### config.mk
export PLATFORM = sky130hd
export DESIGN_NAME = fetch_stage
export DESIGN_NICKNAME = d
export VERILOG_FILES = /design/src/rtl/pipeline_pkg.sv /design/src/rtl/fetch_skid.sv /design/src/rtl/fetch_stage.sv
export SDC_FILE = /design/constraint.sdc
export NUM_CORES = 1
export LEC_CHECK = 0
export ABC_AREA = 1
export BUFFER_PORTS_ARGS = -buffer_cell sky130_fd_sc_hd__clkbuf_2
export CORE_UTILIZATION = 53
export DETAILED_ROUTE_END_ITERATION = 7
export GPL_ROUTABILITY_DRIVEN = 0
export PLACE_DENSITY = 0.82
export SYNTH_ARGS = -nofsm -noshare
export SYNTH_HDL_FRONTEND = slang
export SYNTH_HIERARCHICAL = 1
export SYNTH_SLANG_ARGS = --single-unit
### constraint.sdc
create_clock -name clk -period 1.65 [get_ports clk]
set_clock_uncertainty 0.2 [all_clocks]
set_input_delay 0.0825 -clock clk [delete_from_list [all_inputs] [get_ports clk]]
set_output_delay 0.0825 -clock clk [all_outputs]
set_load 0.01 [all_outputs]
### src/rtl/pipeline_pkg.sv
// Shared pipeline definitions.
//   NOP           : canonical RISC-V no-op (addi x0, x0, 0), used for bubbles
//   fetch_state_t : state of the fetch skid buffer (RUN / STALLED)
//   if_id_t       : IF/ID register layout, shared with the decode stage
package pipeline_pkg;

    localparam int XLEN = 32;
    localparam int PC_WIDTH = 8;

    localparam logic [31:0] NOP = 32'h0000_0013;

    typedef enum logic {
        RUN     = 1'b0,
        STALLED = 1'b1
    } fetch_state_t;

    typedef struct packed {
        logic [XLEN-1:0]     instr;
        logic [PC_WIDTH-1:0] pc;
        logic [PC_WIDTH-1:0] pc_plus4;
        logic                valid;
    } if_id_t;

endpackage

### src/rtl/fetch_skid.sv
// One-entry skid buffer for the instruction-memory read data.
// The memory keeps re-reading the held PC while decode is stalled, so the
// word that was in flight when the stall began must be captured here and
// replayed when the stall releases.
// Ports:
//   clk, rst    : clock, synchronous active-high reset
//   stall       : decode cannot accept this cycle
//   flush       : redirect; discard any captured word
//   imem_rdata  : raw memory read data (belongs to the address issued last cycle)
//   instr_out   : instruction for the IF/ID register (skid while STALLED)
module fetch_skid
    import pipeline_pkg::*;
#(
    parameter int DATA_WIDTH = 32
) (
    input  logic                  clk,
    input  logic                  rst,
    input  logic                  stall,
    input  logic                  flush,
    input  logic [DATA_WIDTH-1:0] imem_rdata,
    output logic [DATA_WIDTH-1:0] instr_out
);

    fetch_state_t          state_reg;
    logic [DATA_WIDTH-1:0] skid_reg;

    always_ff @(posedge clk) begin
        if (rst) begin
            state_reg <= RUN;
            skid_reg  <= '0;
        end else if (flush) begin
            // The captured word belongs to the squashed path.
            state_reg <= RUN;
            skid_reg  <= '0;
        end else if (stall) begin
            // Capture only on the first stalled cycle; afterwards imem_rdata
            // reflects a re-read of the held PC, not the in-flight word.
            if (state_reg == RUN) begin
                skid_reg  <= imem_rdata;
                state_reg <= STALLED;
            end
        end else begin
            state_reg <= RUN;
        end
    end

    assign instr_out = (state_reg == STALLED) ? skid_reg : imem_rdata;

endmodule

### src/rtl/fetch_stage.sv
// Instruction-fetch stage: PC register, synchronous instruction-memory
// addressing and the IF/ID pipeline register.
// Ports:
//   clk, rst     : clock, synchronous active-high reset
//   next_pc      : PC chosen by the PC mux for the next cycle
//   stall        : decode cannot accept; hold PC and IF/ID
//   flush        : redirect taken; squash in-flight fetch and IF/ID
//   pc           : current PC register
//   imem_addr    : instruction-memory read address (equals pc)
//   imem_rdata   : memory data, one cycle after the address
//   instr_d      : IF/ID instruction
//   pc_d         : IF/ID PC
//   pc_plus4_d   : pc_d + 4, wrapping at ADDRESS_WIDTH bits
//   valid_d      : IF/ID holds a real instruction
module fetch_stage
    import pipeline_pkg::*;
#(
    parameter int                      ADDRESS_WIDTH = 8,
    parameter int                      DATA_WIDTH    = 32,
    parameter logic [ADDRESS_WIDTH-1:0] RESET_PC     = '0
) (
    input  logic                     clk,
    input  logic                     rst,
    input  logic [ADDRESS_WIDTH-1:0] next_pc,
    input  logic                     stall,
    input  logic                     flush,
    output logic [ADDRESS_WIDTH-1:0] pc,
    output logic [ADDRESS_WIDTH-1:0] imem_addr,
    input  logic [DATA_WIDTH-1:0]    imem_rdata,
    output logic [DATA_WIDTH-1:0]    instr_d,
    output logic [ADDRESS_WIDTH-1:0] pc_d,
    output logic [ADDRESS_WIDTH-1:0] pc_plus4_d,
    output logic                     valid_d
);

    localparam logic [DATA_WIDTH-1:0]    NOP_WORD = DATA_WIDTH'(NOP);
    localparam logic [ADDRESS_WIDTH-1:0] FOUR     = ADDRESS_WIDTH'(4);

    logic [ADDRESS_WIDTH-1:0] pc_reg;
    logic [ADDRESS_WIDTH-1:0] f_pc_reg;     // address issued last cycle
    logic                     f_valid_reg;  // that read is live (not squashed)

    logic [DATA_WIDTH-1:0]    instr_d_reg;
    logic [ADDRESS_WIDTH-1:0] pc_d_reg;
    logic [ADDRESS_WIDTH-1:0] pc_plus4_d_reg;
    logic                     valid_d_reg;

    logic [DATA_WIDTH-1:0]    fetched_instr;

    fetch_skid #(
        .DATA_WIDTH (DATA_WIDTH)
    ) u_skid (
        .clk        (clk),
        .rst        (rst),
        .stall      (stall),
        .flush      (flush),
        .imem_rdata (imem_rdata),
        .instr_out  (fetched_instr)
    );

    always_ff @(posedge clk) begin
        if (rst) begin
            pc_reg         <= RESET_PC;
            f_pc_reg       <= '0;
            f_valid_reg    <= 1'b0;
            instr_d_reg    <= NOP_WORD;
            pc_d_reg       <= '0;
            pc_plus4_d_reg <= FOUR;
            valid_d_reg    <= 1'b0;
        end else if (flush) begin
            // pc_d / pc_plus4_d deliberately hold; only the valid bit and
            // instruction are squashed.
            pc_reg      <= next_pc;
            f_valid_reg <= 1'b0;
            instr_d_reg <= NOP_WORD;
            valid_d_reg <= 1'b0;
        end else if (!stall) begin
            pc_reg         <= next_pc;
            f_pc_reg       <= pc_reg;
            f_valid_reg    <= 1'b1;
            instr_d_reg    <= f_valid_reg ? fetched_instr : NOP_WORD;
            pc_d_reg       <= f_pc_reg;
            pc_plus4_d_reg <= f_pc_reg + FOUR;
            valid_d_reg    <= f_valid_reg;
        end
    end

    assign pc         = pc_reg;
    assign imem_addr  = pc_reg;
    assign instr_d    = instr_d_reg;
    assign pc_d       = pc_d_reg;
    assign pc_plus4_d = pc_plus4_d_reg;
    assign valid_d    = valid_d_reg;

endmodule

==> run summary <==
CTS tree = built
Detailed-route DRC error count = 0
DRT iter0 DRCs = 255
Crit share post-route = 93.72%
Buf+Inv Stages, Crit Path = 5
Synth area leaders = dfxtp_1 (44%), nand2_1 (16%), nor2_1 (9.8%), nand3_1 (4.1%), inv_1 (3.4%)
Reg area = 0.001942 mm²
CTS max path bufs = 2
Worst-Skew Late Latency = 0.36 ns
Vias in the first global route = 3,688
Min Tclk post-route = 1.546 ns
Rows = 32
Layout Nets = 794
Routed Wire Length = 10,220 µm
Relative slew slack = 67.16%
I/O pin count = 109
Yosys warns = 6
Initial antenna violation count = 0
Htree depth = 3
Non-filler cells, final = 856
Worst slew pin tran = 0.4925 ns
Outcome = completed
Power Dens Cells = 854.9 mW/mm²
Routed via count = 4,231
Maxcap violations = 0
Clk Tree Root Cell = clkbuf_8
CTS Sinks = 97
Max Transition Viols Final = 0
Worst-path maximum fanout = 10
Initial Util = 55.68%
Post-Synth Adder-Cell Area = 0.2864%
Endpoints failing hold = 0
Main combinational cell family by area after synthesis = simple AND/OR/NAND/NOR gates
Area fraction of the dominant cell type after synthesis = 44.44%
Congestion Overflow GR = 0
Async S/R FF share, synth = 0%
Primary FF master, synth = dfxtp_1
Routed Antenna Nets = 0
Worst vdd ir = 0.5426 mV
Post-synthesis to final-layout area growth = 26.15%
CP top delay family = buffers and inverters
Fraction of layout cells with a size suffix above 1 = 23.21%
Worst EP required = 1.70 ns
First-pass GRT wire length = 16,790 µm
# diodes = 0
Critical Path Sink Type = flip-flop
Pin count of the biggest net entering global routing = 53
Mux contribution to synthesized area = 0%
Inst Count DP = 792
Die height = 92.80 µm
Crit path max-delay cell type = dlygate4sd3_1
All-Layer GR Usage = 24.53%
CP arrival = 1.59 ns
Syn Area/Cell = 7.093 µm²
Cells after Synth = 616
Synthesized cell area = 0.004369 mm²
Count leader, synth = nand2_1
Final setup fails = 0
XOR/XNOR share of the synthesized area = 0.2005%
Synth cell types = 27
Hold Crit Class = in2reg
Worst path max stage delay = 0.63 ns
Vias per Instance = 4.943
Worst setup path class = in2reg
Flops & latches, synth = 97
Biggest area consumer among synthesized cells = dfxtp_1
Seq/Total Area, Yosys = 44.44%
Post-synth net total = 661
Post-synth top cells = nand2_1 (187), nor2_1 (114), dfxtp_1 (97)
# port buffers = 108
Worst-path clk slew = 0.09 ns
WL/cell = 11.94 µm
Post-detail-place hpwl = 6470 µm
Fill cells = 673
EDFF count, synth = 0
Die width = 92.80 µm
Final setup TNS = 0 ns
RSZ-0062 raised after global routing = no
Initial DRT Pass Iterations = 5
Most used cell along the critical path = buf_4
Simple-Gate Fraction of Synth Area = 35.40%
Core Region = 0.007848 mm²
Total CTS buffers = 9
P_leak = 0.002857 µW
Area of the multi-input gates = 0.001927 mm²
Synth Area in Compound Gates = 8.219%
Critical path, cell by cell = buf_4 -> inv_8 -> dlygate4sd3_1 -> nand2_4 -> clkinv_2 -> buf_4 -> nand2_1 -> a21oi_1
CP Launch Type = primary input
Die area = 0.008611 mm²
Fmax = 0.6467 GHz
-- placed cells by master, fill, tap and decap left out, types with 4 or more instances in the layout --
master | Yosys | layout
a21oi_1 | 26 | 26
a21oi_2 | 10 | 10
buf_4 | 17 | 7
clkbuf_2 | 0 | 107
clkbuf_8 | 0 | 9
dfxtp_1 | 97 | 97
dlygate4sd3_1 | 0 | 48
inv_1 | 39 | 39
inv_2 | 4 | 4
nand2_1 | 187 | 187
nand2_2 | 10 | 10
nand2_4 | 12 | 12
nand3_1 | 36 | 36
nor2_1 | 114 | 114
o21ai_0 | 11 | 11
o21ai_1 | 12 | 12
-- path summary, 6_finish.rpt --
check	startpoint	endpoint	slack (ns)	cells after the start
setup reg to reg	f_pc_reg[6]$_SDFFE_PP0P_	pc_d[6]$_SDFFE_PP0P_	0.20	3
hold / removal	stall	pc_plus4_d[6]$_SDFFE_PP0P_	0.02	6
setup / recovery	stall	instr_d[12]$_SDFFE_PP0N_	0.10	8
hold reg to reg	pc_plus4_d[2]$_SDFFE_PP1P_	pc_plus4_d[2]$_SDFFE_PP1P_	0.26	2
-- per-stage QoR --
step	util [%]	total power, µW	worst slack [ns]	hold slack, ns	cell area [µm²]
final	70.23	4712	0.1036	0.02077	5512
after CTS	70.11	4732	0.08116	0.009274	5502
after detailed placement	61.53	3088	0.3274	0.1376	4828
after floorplan	-	2942	0.4647	-0.001596	4369
after global placement	61.53	3069	0.3588	0.1291	4828
after global routing	70.23	4927	0.003803	0.05947	5512
-- timing repair --
item	in CTS	in global routing
hold endpoints to repair	83	5
gates resized for setup	0	0
buffers inserted	0	0
hold buffers	47	2
setup endpoints to repair	0	8
-- worst reg2reg max path, stage by stage (launching register included) --
cell and delay [ns]:
dfxtp_1 0.42, nand2_1 0.08, a21oi_1 0.14, dlygate4sd3_1 0.56
-- logic make-up (layout without fill, tap and decap cells) --
logic type      after synthesis  in the layout
simple gates                365            365
xor+xnor                      1              1
compound gates               63             63
buf+inv                      89            227
flops                        97             97
fa+ha+maj                     1              1
-- layer usage --
metal / track usage (%) / vias up / part of all wire (%)
li1: - / 2152 / -
met1: 29.99 / 1947 / 43
met2: 42.40 / 115 / 50
met3: 4.680 / 17 / 5.2
met4: 9.359 / 0 / 1.9
met5: 0 / - / 0
-- final cells by class --
cell class              instances  area share (%)
flip-flops and latches         97           35.23
well taps                     102           2.316
inverters                      46           3.337
clock inverters                 7           1.430
multi-input cells             430           34.96
clock buffers                   9           2.247
repair buffers                165           20.48
-- power breakdown --
group / leakage (µW) / internal [µW] / switching (µW) / total, µW
clock: 0.0000977 / 717 / 862 / 1580
sequential: 0.000792 / 2430 / 61.5 / 2490
combinational: 0.00197 / 280 / 365 / 646
total: 0.00286 / 3420 / 1290 / 4710
(Power assumes the default switching activity.)
